File: src/rtl/usb_speed_detect_chirp.sv
// USB speed autodetector running entirely in fe_clk.
// Filters PHY linestate, walks the attach / bus-reset / chirp sequence and
// reports LS, FS or HS, with a chirp-gap timeout and an error retry limit.
module usb_speed_detect_chirp #(
  parameter int pCOUNTER_WIDTH = 24,
  parameter int pFILTER_LEN    = 4,
  parameter int pCHIRP_PAIRS   = 3,
  parameter int pMAX_RETRIES   = 8
) (
  input  logic                      fe_clk,
  input  logic                      reset_n,
  input  logic                      fe_linestate0,
  input  logic                      fe_linestate1,
  input  logic                      I_restart,
  input  logic [pCOUNTER_WIDTH-1:0] I_wait1,
  input  logic [pCOUNTER_WIDTH-1:0] I_wait2,
  input  logic [pCOUNTER_WIDTH-1:0] I_wait3,
  output logic [1:0]                O_speed,
  output logic                      O_done,
  output logic                      O_fail,
  output logic [7:0]                O_err_count,
  output logic [3:0]                O_state
);

  localparam logic [1:0] SPEED_AUTO = 2'd0;
  localparam logic [1:0] SPEED_LS   = 2'd1;
  localparam logic [1:0] SPEED_FS   = 2'd2;
  localparam logic [1:0] SPEED_HS   = 2'd3;

  localparam logic [1:0] LS_SE0 = 2'b00;
  localparam logic [1:0] LS_J   = 2'b01;
  localparam logic [1:0] LS_K   = 2'b10;
  localparam logic [1:0] LS_SE1 = 2'b11;

  localparam int              FCW      = $clog2(pFILTER_LEN + 1);
  localparam logic [FCW-1:0]  STAB_MAX = FCW'(pFILTER_LEN - 1);
  localparam logic [3:0]      PAIRS    = 4'(pCHIRP_PAIRS);
  localparam logic [7:0]      MAXR     = 8'(pMAX_RETRIES);

  typedef enum logic [3:0] {
    ST_IDLE     = 4'd0,
    ST_LS       = 4'd1,
    ST_FSHS     = 4'd2,
    ST_WAIT_SE0 = 4'd3,
    ST_RESET    = 4'd4,
    ST_CHIRP    = 4'd5,
    ST_DONE     = 4'd6,
    ST_ERROR    = 4'd7,
    ST_FAIL     = 4'd8
  } state_t;

  state_t                    r_state;
  state_t                    w_next;
  logic [1:0]                w_raw;
  logic [1:0]                r_raw_q;
  logic [FCW-1:0]            r_stab;
  logic [1:0]                r_ls_f;
  logic [1:0]                r_ls_d;
  logic [pCOUNTER_WIDTH-1:0] r_timer;
  logic [3:0]                r_chirp_cnt;
  logic [7:0]                r_err;
  logic [7:0]                w_err_inc;
  logic [1:0]                r_speed;
  logic [1:0]                w_speed_nxt;
  logic                      w_kj;

  assign w_raw     = {fe_linestate1, fe_linestate0};
  assign w_err_inc = (r_err == 8'hFF) ? r_err : r_err + 8'd1;
  assign w_kj      = (r_ls_d == LS_K) && (r_ls_f == LS_J);

  // Glitch filter: accept raw only after it has been equal for pFILTER_LEN+1 samples.
  always_ff @(posedge fe_clk or negedge reset_n) begin
    if (!reset_n) begin
      r_raw_q <= 2'b00;
      r_stab  <= '0;
      r_ls_f  <= 2'b00;
      r_ls_d  <= 2'b00;
    end else begin
      r_raw_q <= w_raw;
      r_ls_d  <= r_ls_f;
      if (w_raw != r_raw_q)
        r_stab <= '0;
      else if (r_stab != STAB_MAX)
        r_stab <= r_stab + 1'b1;
      if ((w_raw == r_raw_q) && (r_stab == STAB_MAX))
        r_ls_f <= r_raw_q;
    end
  end

  // Next-state and speed decision on the filtered linestate.
  always_comb begin
    w_next      = r_state;
    w_speed_nxt = SPEED_AUTO;
    case (r_state)
      ST_IDLE: begin
        if (r_ls_f == LS_K)      w_next = ST_LS;
        else if (r_ls_f == LS_J) w_next = ST_FSHS;
      end
      ST_LS: begin
        if (r_ls_f != LS_K) w_next = ST_ERROR;
        else if (r_timer >= I_wait1) begin
          w_next      = ST_DONE;
          w_speed_nxt = SPEED_LS;
        end
      end
      ST_FSHS: begin
        if (r_ls_f != LS_J)          w_next = ST_ERROR;
        else if (r_timer >= I_wait1) w_next = ST_WAIT_SE0;
      end
      ST_WAIT_SE0: begin
        if (r_ls_f == LS_SE0)     w_next = ST_RESET;
        else if (r_ls_f != LS_J) w_next = ST_ERROR;
      end
      ST_RESET: begin
        if (r_timer >= I_wait2)    w_next = ST_ERROR;
        else if (r_ls_f == LS_K)   w_next = ST_CHIRP;
        else if (r_ls_f == LS_J) begin
          w_next      = ST_DONE;
          w_speed_nxt = SPEED_FS;
        end else if (r_ls_f == LS_SE1) w_next = ST_ERROR;
      end
      ST_CHIRP: begin
        if (r_chirp_cnt == PAIRS) begin
          w_next      = ST_DONE;
          w_speed_nxt = SPEED_HS;
        end else if (r_timer >= I_wait3) begin
          // A host that never answered the device chirp leaves the bus in J.
          if ((r_ls_f == LS_J) && (r_chirp_cnt == 4'd0)) begin
            w_next      = ST_DONE;
            w_speed_nxt = SPEED_FS;
          end else begin
            w_next = ST_ERROR;
          end
        end else if (r_ls_f == LS_SE1) w_next = ST_ERROR;
      end
      ST_DONE:  w_speed_nxt = r_speed;
      ST_ERROR: w_next = (w_err_inc >= MAXR) ? ST_FAIL : ST_IDLE;
      ST_FAIL:  w_next = ST_FAIL;
      default:  w_next = ST_IDLE;
    endcase
    if (I_restart) begin
      w_next      = ST_IDLE;
      w_speed_nxt = SPEED_AUTO;
    end
  end

  // State, reported speed and error count registers.
  always_ff @(posedge fe_clk or negedge reset_n) begin
    if (!reset_n) begin
      r_state <= ST_IDLE;
      r_speed <= SPEED_AUTO;
      r_err   <= 8'd0;
    end else begin
      r_state <= w_next;
      r_speed <= w_speed_nxt;
      if (I_restart)
        r_err <= 8'd0;
      else if (r_state == ST_ERROR)
        r_err <= w_err_inc;
    end
  end

  // Dwell timer: restarts on state change and on linestate activity during chirp.
  always_ff @(posedge fe_clk or negedge reset_n) begin
    if (!reset_n) begin
      r_timer <= '0;
    end else if (I_restart || (w_next != r_state)) begin
      r_timer <= '0;
    end else if ((r_state == ST_CHIRP) && (r_ls_f != r_ls_d)) begin
      r_timer <= '0;
    end else if (r_timer != '1) begin
      r_timer <= r_timer + 1'b1;
    end
  end

  // Host K->J pair counter, only live while in CHIRP.
  always_ff @(posedge fe_clk or negedge reset_n) begin
    if (!reset_n) begin
      r_chirp_cnt <= 4'd0;
    end else if (I_restart || (r_state != ST_CHIRP)) begin
      r_chirp_cnt <= 4'd0;
    end else if (w_kj && (r_chirp_cnt != 4'hF)) begin
      r_chirp_cnt <= r_chirp_cnt + 4'd1;
    end
  end

  assign O_speed     = r_speed;
  assign O_done      = (r_state == ST_DONE);
  assign O_fail      = (r_state == ST_FAIL);
  assign O_err_count = r_err;
  assign O_state     = r_state;

endmodule

File: config.mk
export PLATFORM = sky130hd
export DESIGN_NAME = usb_speed_detect_chirp
export DESIGN_NICKNAME = d
export VERILOG_FILES = /design/src/rtl/usb_speed_detect_chirp.sv
export SDC_FILE = /design/constraint.sdc
export NUM_CORES = 1
export LEC_CHECK = 0
export CAP_MARGIN = 10
export CORE_UTILIZATION = 45
export CTS_CLUSTER_DIAMETER = 60
export CTS_CLUSTER_SIZE = 16
export DETAILED_ROUTE_END_ITERATION = 7
export PLACE_DENSITY = 0.71
export SLEW_MARGIN = 10
export SYNTH_ARGS = -nofsm -noshare
export SYNTH_HDL_FRONTEND = slang
export SYNTH_SLANG_ARGS = --single-unit
export TNS_END_PERCENT = 10
File: constraint.sdc
create_clock -name fe_clk -period 6.2 [get_ports fe_clk]
set_clock_uncertainty 0.1 [all_clocks]
set_input_delay 1.24 -clock fe_clk [delete_from_list [all_inputs] [get_ports fe_clk]]
set_output_delay 1.24 -clock fe_clk [all_outputs]
set_load 0.01 [all_outputs]
==> qor.csv <==
stage;metric;value;unit
power;Reg power frac;40.5;%
placement;dpl hpwl;9.224;mm
global_routing;GRT Residual Overflow;0;
placement;Setup WS pre-CTS;1.045;ns
placement;RePlAce Congestion;0.8291;
critical_path;Worst Path Max Fanout;24;
sta;setup_tns;0;ns
logic_synthesis;post-synthesis simple-gate area fraction;23.49;%
cts;CTS tree;built;
cts;Resized cells post-CTS;0;
global_routing;initial antenna violation count;0;
floorplanning;I/O Pins;93;
global_routing;vias in the first global route;4430;
detailed_routing;DR vias;4315;
sta;Rel. slew slack;33.61;%
cells_and_area;commonest non-fill, non-tap cells in the layout;clkdlybuf4s50_1, inv_1, ha_1, dfrtp_1, a21oi_1;
critical_path;worst r2r src;r_timer[11];
sta;RSZ-0062 raised after global routing;no;
logic_synthesis;largest family of logic cells by synthesized area;simple AND/OR/NAND/NOR gates;
power;Comb pwr share;39.8;%
detailed_routing;Total Routed Length;11.77;mm
logic_synthesis;mux share of post-synthesis cell area;1.525;%
global_routing;largest net degree at the start of global routing;52;
critical_path;Worst path slowest cell;xor2_4;
cts;Post-CTS Hold Fix Bufs;0;
cts;buffer count from post-CTS setup fixing;0;
cts;Root Buffer;clkbuf_8;
critical_path;WP data arrival;4.82;ns
cts;# clock sinks;51;
power;total chip power;0.9724;mW
detailed_routing;DR iter-0 viols;151;
global_routing;GRT Util Overall;21.78;%
floorplanning;height of the die;105.7;um
detailed_routing;DRC errors left;0;
critical_path;Crit Path Class;in2reg;
cells_and_area;area grow syn2layout;23.08;%
critical_path;Req. time, crit path;6.26;ns
cts;Clock Latency Late Sink;0.31;ns
power;Clk pwr share;19.7;%
logic_synthesis;syn avg cell area;8.553;um2
logic_synthesis;Mapped Cells;566;
detailed_routing;Antenna Nets Post-Route;0;
logic_synthesis;Synth top area share;26.36;%
global_routing;first-pass GRT wire length;19.94;mm
sta;WHS;0.4248;ns
critical_path;CP cell instances;clkdlybuf4s50_1 -> inv_1 -> ha_1 -> a21oi_1 -> o21ai_1 -> a2111oi_0 -> a2111oi_0 -> o21a_1 -> or4_4 -> xor2_4 -> nor3_1;
power;Sw Share;39.16;%
placement;IO buf count;92;
sta;fmax;209.9;MHz
logic_synthesis;post-synthesis net count;721;
cells_and_area;FILL cells;960;
critical_path;cell family with most CP delay;compound AO/OA/AOI/OAI gates;
critical_path;Buf/Inv on CP;2;
power;peak supply drop;0.1318;mV
sta;Setup Viol. Count Final;0;
sta;Worst Tran Pin Value;0.9876;ns
power;Pwr Density;163.2;mW/mm2
floorplanning;Die ar.;0.01118;mm2
cts;H-tree depth;2;
critical_path;CP startpoint;I_wait2[11];
logic_synthesis;asr flop ratio synth;100.0;%
critical_path;CP peak stage delay;0.78;ns
logic_synthesis;Netlist cell types;60;
cells_and_area;commonest non-fill, non-tap cell in the layout;clkdlybuf4s50_1;
cells_and_area;Finished Cell Area;0.005958;mm2
sta;setup ws final;1.435;ns
floorplanning;site row count;37;
min_path;Hold/Removal Path Class;reg2reg;
power;Int Power;0.5916;mW
floorplanning;core area;0.01037;mm2
logic_synthesis;Main synth FF type;dfrtp_1;
min_path;hold path startpoint;r_stab[2];
logic_synthesis;post-synthesis sequential area ratio;26.36;%
cts;clock buffer count from CTS;5;
power;Lkg Pwr;2.832;nW
logic_synthesis;xor and xnor area share after synthesis;6.539;%
critical_path;crit end category;flop;
detailed_routing;vias per std cell;5.462;
logic_synthesis;Yosys top cell by area;dfrtp_1;
sta;minimum clock period after layout;4.765;ns
detailed_routing;wire per inst;14.89;um
logic_synthesis;Adder-Cell Fraction of Synth Area;20.16;%
logic_synthesis;Synth Cell Area;0.004841;mm2
detailed_routing;Pre-Repair DR Iteration Count;4;
floorplanning;Starting Density;46.68;%
cts;Clock Tree Buf Depth;2;
logic_synthesis;Syn. warnings;0;
logic_synthesis;Synth Area in Compound Gates;14.40;%
sta;Final Hold Vio Count;0;
critical_path;startpoint types;input pin;
cells_and_area;ANT cells;0;
floorplanning;die width;105.7;um
logic_synthesis;Synth area leaders;dfrtp_1, ha_1, inv_1;
sta;final period utilization;76.85;%
flow_run;max-cap violations;0;
logic_synthesis;EDFF count, synth;0;
placement;Post-DP Area;0.005871;mm2
cells_and_area;share of layout cells above drive strength 1;6.881;%
cts;CTS clk-pin slew, worst paths;0.09;ns
outcome;status;finished, final reports clean;
critical_path;most used cell along the critical path;a2111oi_0;
sta;Slew Limit Fails;0;
cells_and_area;final net count;808;
power;P_sw;0.3808;mW
logic_synthesis;flops & latches, synth;51;
routing by layer:
| layer | wire length, um | track usage (%) |
|---|---|---|
| met2 | 5960 | 41.60 |
| met3 | 427 | 2.597 |
| met4 | 144 | 4.663 |
| met5 | 0 | 0 |
| met1 | 5232 | 25.79 |
final timing paths:
kind                                   to  slack, ns  cells past startpoint
max                            r_timer[0]       1.44                     11
min                             r_stab[2]       0.42                      2
max reg2reg                    r_timer[0]       2.32                      9
min reg2reg                     r_stab[2]       0.42                      2
max in group asynchronous      r_timer[2]       4.70                      1
min in group asynchronous  O_err_count[7]       0.87                      1
synth_stat cells, types with 8 or more instances:
library cell and number:
inv_1 79, ha_1 78, dfrtp_1 51, a21oi_1 43
nand2_1 41, nor2_1 38, nand3_1 24, nor3_2 20
xor2_1 19, o21ai_0 16, nand4_1 14, xnor2_1 14
nor3_1 12, o21a_1 8
registers in the layout, indices dropped and copies added (netlist names):
signal / count
r_ls_f: 2
r_stab: 3
r_ls_d: 2
O_err_count: 8
r_timer: 24
r_raw_q: 2
O_speed: 2
r_chirp_cnt: 4
O_state: 4
power by group through the flow:
stage                     clock network [mW]  registers [mW]  logic [mW]
after detailed placement                   0           0.400       0.386
after global placement                     0           0.399       0.376
after CTS                              0.200           0.393       0.388
final                                  0.192           0.394       0.387
after global routing                   0.212           0.400       0.430
after floorplan                            0           0.370       0.306
worst reg2reg max path: stages, from the launching register on:
cell and delay [ns]:
dfrtp_1 0.50, ha_1 0.36, a21oi_1 0.13, o21ai_1 0.10
a2111oi_0 0.50, a2111oi_0 0.28, o21a_1 0.28, or4_4 0.59
xor2_4 0.79, nor3_1 0.12
metrics by stage:
step / utilization (%) / instances
2_1_floorplan: - / 566
3_3_place_gp: 56.61 / 782
3_5_place_dp: 56.61 / 782
4_1_cts: 57.43 / 790
5_1_grt: 57.46 / 790
6_report: 57.46 / 790
cells by family after synthesis:
group	after synthesis
XOR/XNOR	34
flip-flops	51
AND/OR/NAND/NOR	197
multiplexers	7
adder cells (fa/ha/maj)	78
buffers and inverters	92
AO/OA/AOI/OAI	107
area by class of cell:
type,count,area (um2),area share [%]
Clock buffer,6,72.57,1.218
Inverter,79,296.5,4.977
Tap cell,136,170.2,2.856
Sequential cell,51,1276,21.42
Timing Repair Buffer,93,925.9,15.54
Clock inverter,2,12.51,0.2100
Multi-Input combinational cell,423,3204,53.78
No activity file was read; power rests on OpenSTA's default activity.
